### config.mk
export PLATFORM = sky130hd
export DESIGN_NAME = ibex_ex_wb_buffer_flat
export DESIGN_NICKNAME = d
export VERILOG_FILES = /design/src/rtl/ibex_ex_wb_buffer_if.sv /design/src/rtl/ibex_ex_wb_buffer.sv /design/src/flat_wrapper.sv
export SDC_FILE = /design/constraint.sdc
export NUM_CORES = 1
export LEC_CHECK = 0
export BUFFER_PORTS_ARGS = -buffer_cell sky130_fd_sc_hd__buf_2
export CORE_MARGIN = 2
export CORE_UTILIZATION = 25
export DETAILED_ROUTE_END_ITERATION = 10
export SLEW_MARGIN = 20
export SYNTH_ARGS = -nofsm -noshare
export SYNTH_HDL_FRONTEND = slang
export SYNTH_SLANG_ARGS = --single-unit
### constraint.sdc
create_clock -name clk_i -period 2.2 [get_ports clk_i]
set_input_delay 0.11 -clock clk_i [delete_from_list [all_inputs] [get_ports clk_i]]
set_output_delay 0.11 -clock clk_i [all_outputs]
set_load 0.01 [all_outputs]
### src/rtl/ibex_ex_wb_buffer_if.sv
// EX-result / register-file-writeback bundle between the execution stage and the
// writeback buffer. The EX side plus writeback grant is the master; the buffer is the slave.
interface ibex_ex_wb_buffer_if #(
    parameter int DataWidth = 32,
    parameter int RegAddrW  = 5,
    parameter int Depth     = 2
);
    localparam int CntW = $clog2(Depth + 1);

    logic                 ex_valid_i;
    logic                 ex_ready_o;
    logic [DataWidth-1:0] ex_result_i;
    logic [RegAddrW-1:0]  ex_rd_addr_i;
    logic                 ex_rd_fp_i;
    logic                 ex_rd_we_i;
    logic                 flush_i;
    logic                 wb_ready_i;
    logic                 rf_int_we_o;
    logic                 rf_fp_we_o;
    logic [RegAddrW-1:0]  rf_waddr_o;
    logic [DataWidth-1:0] rf_wdata_o;
    logic                 fwd_valid_o;
    logic                 fwd_fp_o;
    logic [RegAddrW-1:0]  fwd_addr_o;
    logic [DataWidth-1:0] fwd_data_o;
    logic [CntW-1:0]      count_o;

    modport master (
        output ex_valid_i, ex_result_i, ex_rd_addr_i, ex_rd_fp_i, ex_rd_we_i,
               flush_i, wb_ready_i,
        input  ex_ready_o, rf_int_we_o, rf_fp_we_o, rf_waddr_o, rf_wdata_o,
               fwd_valid_o, fwd_fp_o, fwd_addr_o, fwd_data_o, count_o
    );

    modport slave (
        input  ex_valid_i, ex_result_i, ex_rd_addr_i, ex_rd_fp_i, ex_rd_we_i,
               flush_i, wb_ready_i,
        output ex_ready_o, rf_int_we_o, rf_fp_we_o, rf_waddr_o, rf_wdata_o,
               fwd_valid_o, fwd_fp_o, fwd_addr_o, fwd_data_o, count_o
    );
endinterface

### src/rtl/ibex_ex_wb_buffer.sv
// In-order FIFO between EX completion and the integer/FP register-file write port,
// with forwarding of the newest pending result.
module ibex_ex_wb_buffer #(
    parameter int DataWidth = 32,
    parameter int RegAddrW  = 5,
    parameter int Depth     = 2
) (
    input logic               clk_i,
    input logic               rst_i,
    ibex_ex_wb_buffer_if.slave bus
);
    localparam int CntW = $clog2(Depth + 1);
    localparam int PtrW = $clog2(Depth);
    localparam logic [CntW-1:0] DepthC = CntW'(Depth);

    typedef struct packed {
        logic                 fp;
        logic [RegAddrW-1:0]  addr;
        logic [DataWidth-1:0] data;
    } entry_t;

    entry_t          mem_q [Depth];
    entry_t          mem_d [Depth];
    logic [PtrW-1:0] wr_ptr_q, wr_ptr_d;
    logic [PtrW-1:0] rd_ptr_q, rd_ptr_d;
    logic [CntW-1:0] count_q, count_d;

    logic   ex_ready, push, pop;
    entry_t head, newest;

    always_comb begin
        // NOTE: every comb-assigned signal gets a default first, otherwise a latch is inferred.
        mem_d    = mem_q;
        wr_ptr_d = wr_ptr_q;
        rd_ptr_d = rd_ptr_q;
        count_d  = count_q;

        ex_ready = (count_q < DepthC);
        push     = bus.ex_valid_i & ex_ready & bus.ex_rd_we_i & ~bus.flush_i;
        pop      = (count_q != '0) & bus.wb_ready_i;

        if (bus.flush_i) begin
            wr_ptr_d = '0;
            rd_ptr_d = '0;
            count_d  = '0;
        end else begin
            if (push) begin
                mem_d[wr_ptr_q] = '{fp: bus.ex_rd_fp_i, addr: bus.ex_rd_addr_i, data: bus.ex_result_i};
                wr_ptr_d        = wr_ptr_q + PtrW'(1);
            end
            if (pop) begin
                rd_ptr_d = rd_ptr_q + PtrW'(1);
            end
            if (push && !pop) begin
                count_d = count_q + CntW'(1);
            end else if (pop && !push) begin
                count_d = count_q - CntW'(1);
            end
        end
    end

    always_comb begin
        head   = mem_q[rd_ptr_q];
        newest = mem_q[wr_ptr_q - PtrW'(1)];

        bus.ex_ready_o  = ex_ready;
        bus.count_o     = count_q;
        // Integer x0 entries still pop to keep ordering, but never write.
        bus.rf_int_we_o = pop & ~head.fp & (head.addr != '0);
        bus.rf_fp_we_o  = pop & head.fp;
        bus.rf_waddr_o  = (bus.rf_int_we_o | bus.rf_fp_we_o) ? head.addr : '0;
        bus.rf_wdata_o  = (bus.rf_int_we_o | bus.rf_fp_we_o) ? head.data : '0;

        bus.fwd_valid_o = (count_q != '0);
        bus.fwd_fp_o    = bus.fwd_valid_o ? newest.fp   : 1'b0;
        bus.fwd_addr_o  = bus.fwd_valid_o ? newest.addr : '0;
        bus.fwd_data_o  = bus.fwd_valid_o ? newest.data : '0;
    end

    always_ff @(posedge clk_i or posedge rst_i) begin
        if (rst_i) begin
            wr_ptr_q <= '0;
            rd_ptr_q <= '0;
            count_q  <= '0;
            // NOTE: storage is reset here too so forwarded/written data never exposes X after reset.
            for (int i = 0; i < Depth; i++) begin
                mem_q[i] <= '0;
            end
        end else begin
            // NOTE: sequential state uses non-blocking assignments only.
            wr_ptr_q <= wr_ptr_d;
            rd_ptr_q <= rd_ptr_d;
            count_q  <= count_d;
            mem_q    <= mem_d;
        end
    end

    assert property (@(posedge clk_i) disable iff (rst_i) count_q <= DepthC);
    assert property (@(posedge clk_i) disable iff (rst_i) push |-> ex_ready);
    assert property (@(posedge clk_i) disable iff (rst_i) !(bus.rf_int_we_o && bus.rf_fp_we_o));

endmodule
### src/flat_wrapper.sv
// flat-port wrapper written by rule: the top's interface ports become plain ports
module ibex_ex_wb_buffer_flat 
#(
    parameter int DataWidth = 32,
    parameter int RegAddrW  = 5,
    parameter int Depth     = 2
)
  (clk_i, rst_i, bus_ex_valid_i, bus_ex_result_i, bus_ex_rd_addr_i, bus_ex_rd_fp_i, bus_ex_rd_we_i, bus_flush_i, bus_wb_ready_i, bus_ex_ready_o, bus_rf_int_we_o, bus_rf_fp_we_o, bus_rf_waddr_o, bus_rf_wdata_o, bus_fwd_valid_o, bus_fwd_fp_o, bus_fwd_addr_o, bus_fwd_data_o, bus_count_o);
  ibex_ex_wb_buffer_if #(.DataWidth(DataWidth), .RegAddrW(RegAddrW), .Depth(Depth)) bus_i ();
  input logic clk_i;
  input logic rst_i;
  input wire logic [$bits(bus_i.ex_valid_i)-1:0] bus_ex_valid_i;
  input wire logic [$bits(bus_i.ex_result_i)-1:0] bus_ex_result_i;
  input wire logic [$bits(bus_i.ex_rd_addr_i)-1:0] bus_ex_rd_addr_i;
  input wire logic [$bits(bus_i.ex_rd_fp_i)-1:0] bus_ex_rd_fp_i;
  input wire logic [$bits(bus_i.ex_rd_we_i)-1:0] bus_ex_rd_we_i;
  input wire logic [$bits(bus_i.flush_i)-1:0] bus_flush_i;
  input wire logic [$bits(bus_i.wb_ready_i)-1:0] bus_wb_ready_i;
  output wire logic [$bits(bus_i.ex_ready_o)-1:0] bus_ex_ready_o;
  output wire logic [$bits(bus_i.rf_int_we_o)-1:0] bus_rf_int_we_o;
  output wire logic [$bits(bus_i.rf_fp_we_o)-1:0] bus_rf_fp_we_o;
  output wire logic [$bits(bus_i.rf_waddr_o)-1:0] bus_rf_waddr_o;
  output wire logic [$bits(bus_i.rf_wdata_o)-1:0] bus_rf_wdata_o;
  output wire logic [$bits(bus_i.fwd_valid_o)-1:0] bus_fwd_valid_o;
  output wire logic [$bits(bus_i.fwd_fp_o)-1:0] bus_fwd_fp_o;
  output wire logic [$bits(bus_i.fwd_addr_o)-1:0] bus_fwd_addr_o;
  output wire logic [$bits(bus_i.fwd_data_o)-1:0] bus_fwd_data_o;
  output wire logic [$bits(bus_i.count_o)-1:0] bus_count_o;
  assign bus_i.ex_valid_i = bus_ex_valid_i;
  assign bus_i.ex_result_i = bus_ex_result_i;
  assign bus_i.ex_rd_addr_i = bus_ex_rd_addr_i;
  assign bus_i.ex_rd_fp_i = bus_ex_rd_fp_i;
  assign bus_i.ex_rd_we_i = bus_ex_rd_we_i;
  assign bus_i.flush_i = bus_flush_i;
  assign bus_i.wb_ready_i = bus_wb_ready_i;
  assign bus_ex_ready_o = bus_i.ex_ready_o;
  assign bus_rf_int_we_o = bus_i.rf_int_we_o;
  assign bus_rf_fp_we_o = bus_i.rf_fp_we_o;
  assign bus_rf_waddr_o = bus_i.rf_waddr_o;
  assign bus_rf_wdata_o = bus_i.rf_wdata_o;
  assign bus_fwd_valid_o = bus_i.fwd_valid_o;
  assign bus_fwd_fp_o = bus_i.fwd_fp_o;
  assign bus_fwd_addr_o = bus_i.fwd_addr_o;
  assign bus_fwd_data_o = bus_i.fwd_data_o;
  assign bus_count_o = bus_i.count_o;
  ibex_ex_wb_buffer #(.DataWidth(DataWidth), .RegAddrW(RegAddrW), .Depth(Depth)) u_core (.clk_i(clk_i), .rst_i(rst_i), .bus(bus_i));
endmodule
==> flow_summary_export.csv <==
group,metric,value,unit
grt,grt_antenna_before_repair,0,
sta,min_period,2.12,ns
cts,cts_max_level,3,
run_status,status,"finished, final reports clean",
min_path,hold_path_startpoint,"bus_ex_result_i[27]",
logic_synthesis,synthAdderAreaFrac,0,%
logic_synthesis,synthMuxAreaShare,39.0,%
min_path,hold_path.class,"input pin to register",
worst_setup_path,crit_chain,"nor4b_2 -> o221a_2 -> buf_4 -> nor3_1 -> buf_2",
logic_synthesis,syn_area,4360,um2
sta,whs,0.0206,ns
layout,antenna_cells,0,
grt,grt_pass1_wl,18.1,mm
logic_synthesis,synth_largest_area_cell,"dfrtp_1",
logic_synthesis,synth_area_leaders,"dfrtp_1 (46%), mux2i_1 (18%), mux2_2 (14%), mux2_4 (6.9%), nor2_1 (4.0%)",
logic_synthesis,syn-num-nets,410,
cts,cts_buffers,9,
worst_setup_path,reg2reg_from,"u_core.bus.count_o[1]",
power_and_ir_drop,powerDensity,840,nW/um2
worst_setup_path,path_class,"register to primary output",
floorplanning,die_x,136,um
detailed_routing,drtIter0Drc,86,
sta,fin_setup_tns,0,ns
worst_setup_path,crit_buf_inv,2,
logic_synthesis,synth_top_area_share,45.9,%
sta,post-route-period-util,96.5,%
sta,setup_slack,0.0771,ns
sta,setup_viol,0,
power_and_ir_drop,ir_drop,0.354,mV
logic_synthesis,ys_types,29,
sta,relSlewSlack,46.1,%
placement,dp_hpwl,7.76,mm
detailed_routing,drc,0,
run,cap_violations,0,
min_path,hold_path_end,"u_core.mem_q[27]",
worst_setup_path,r2r-end,"u_core.mem_q[14]",
logic_synthesis,synth-compound-area-share,1.09,%
logic_synthesis,ys_seq_area_share,45.9,%
logic_synthesis,yosys_warnings,0,
worst_setup_path,critPathLaunchType,"register",
detailed_routing,drtPass1Iterations,4,
detailed_routing,wl_per_cell,15.6,um
placement,port_buffers,124,
cts,cts_tree,"done",
placement,gp_congestion,0.748,
logic_synthesis,synth_top_family_by_area,"multiplexers",
detailed_routing,ant_nets,0,
placement,dp_cells,700,
worst_setup_path,critPathTopFamily,"flip-flops",
logic_synthesis,synthCells,366,
worst_setup_path,worst_path_largest_cell_delay,0.50,ns
worst_setup_path,cp_data_arrival_time,2.01,ns
floorplanning,die_h,136,um
placement,placement.setup.worst_slack,0.407,ns
sta,rsz0062_at_grt,"no",
floorplanning,coreArea,17200,um2
sta,worst_pin_slew,0.809,ns
floorplanning,num_rows,48,
logic_synthesis,synthSimpleGateAreaFrac,9.98,%
worst_setup_path,reg2regPathDepth,3,
detailed_routing,num_vias,3418,
min_path,whs_path_depth,2,
cts,clk_latency,0.34,ns
grt,grt_max_degree,43,
grt,gr-total-overflow,0,
layout,fin_cells,737,
logic_synthesis,ys.flop_type,"dfrtp_1",
sta,fmax,0.471,GHz
cts,cts_sinks,80,
layout,drive_gt1_share,47.1,%
grt,grt_use_total,12.7,%
floorplanning,die-area,18500,um2
worst_setup_path,reg2reg_slack,0.42,ns
layout,nets,551,
sta,finalMaxSlewViolations,0,
floorplanning,num_io_pins,125,
logic_synthesis,synth_edf_count,0,
cts,cts_setup_buffers,0,
power_and_ir_drop,leakage,0.00270,uW
logic_synthesis,async_reset_ff_share,100,%
sta,final_hold_viol_count,0,
logic_synthesis,synth_xor_area_share,0.401,%
logic_synthesis,ys_ff_latch,80,
cts,clockRootBuffer,"clkbuf_16",
cts,path_clk_slew,0.06,ns
worst_setup_path,cp_max_fo,13,
cts,cts_buffer_depth,2,
detailed_routing,via_per_inst,4.64,
logic_synthesis,syn_avg_cell_area,11.9,um2
worst_setup_path,end_kind,"primary output",
worst_setup_path,cpMaxStageDelayCell,"dfrtp_2",
power_and_ir_drop,finalPower,4840,uW
floorplanning,initial_core_util,25.4,%
detailed_routing,postRouteWirelength,11.5,mm
grt,grt_pass1_vias,3519,
sta,fin_skew,0.00774,ns
layout,syn_to_final_growth,32.2,%
worst_setup_path,worstPathRequired,2.09,ns
[sequential cells by signal (all words and copies together), names as in the netlist]
| signal | flops |
|---|---|
| u_core.mem_q | 76 |
| u_core.bus.count_o | 2 |
| u_core.rd_ptr_q | 1 |
| u_core.wr_ptr_q | 1 |
[cells in the mapped netlist (all sizes together), types with 2 or more instances]
cell type,instances
dfrtp,80
mux2i,77
mux2,76
nor2,47
nor3,34
buf,20
clkbuf,9
inv,3
a21oi,2
nand2,2
[metrics by stage]
step / cell area, um2 / util, %
floorplan: 4360 / -
global placement: 5250 / 30.6
detailed placement: 5250 / 30.6
CTS: 5750 / 33.5
global route: 5770 / 33.6
finish: 5770 / 33.6
[cell usage in the layout, fill, tap and decap left out, types with 3 or more instances in the layout]
master / netlist / final
buf_2: 14 / 124
dfrtp_1: 80 / 78
mux2i_1: 77 / 77
mux2_2: 56 / 56
nor2_1: 47 / 46
nor3_1: 34 / 32
dlygate4sd3_1: 0 / 21
mux2_4: 20 / 20
buf_4: 0 / 13
clkbuf_16: 0 / 9
clkinv_2: 0 / 4
clkbuf_8: 0 / 3
[repair_timing]
item	CTS	global route
hold buffers	21	0
hold endpoints to repair	45	0
gates resized for setup	0	4
setup endpoints to repair	0	32
[layer usage]
metal	global-route usage (%)	wire, um	vias up
li1	-	-	1580
met4	3.82	138	0
met1	15.9	5160	1744
met2	21.4	5630	83
met5	0	0	-
met3	3.58	593	11
[logic make-up after synthesis]
group / Yosys count
muxes: 153
and+or+nand+nor: 92
DFF: 80
buffers and inverters: 32
AOI/OAI and AO/OA: 7
xor gates and xnor gates: 2
[how the worst max path moves through the flow]
stage                                startpoint                     to  slack (ns)  cells after the start
after floorplan                           rst_i  u_core.bus.count_o[0]        0.04                      1
after global placement    u_core.bus.count_o[1]       u_core.mem_q[12]        0.44                      3
after detailed placement  u_core.bus.count_o[1]        u_core.mem_q[7]        0.41                      3
after CTS                       u_core.rd_ptr_q     bus_rf_wdata_o[30]        0.04                      5
after global routing            u_core.rd_ptr_q      bus_rf_wdata_o[3]        0.01                      5
final                           u_core.rd_ptr_q     bus_rf_wdata_o[30]        0.08                      5
[where the power goes]
part           internal (uW)  total [uW]  switching (uW)
Clock                    851        1430             581
Combinational            715        1250             536
Sequential              1850        2160             310
[layout make-up]
class	instances	area (um2)
Fill cell	1734	11400
Multi-Input combinational cell	254	2240
Sequential cell	80	2000
Timing Repair Buffer	159	948
Tap cell	225	282
Clock buffer	13	270
Clock inverter	3	15.0
Inverter	3	12.5
No activity file was read; power rests on OpenSTA's default activity.
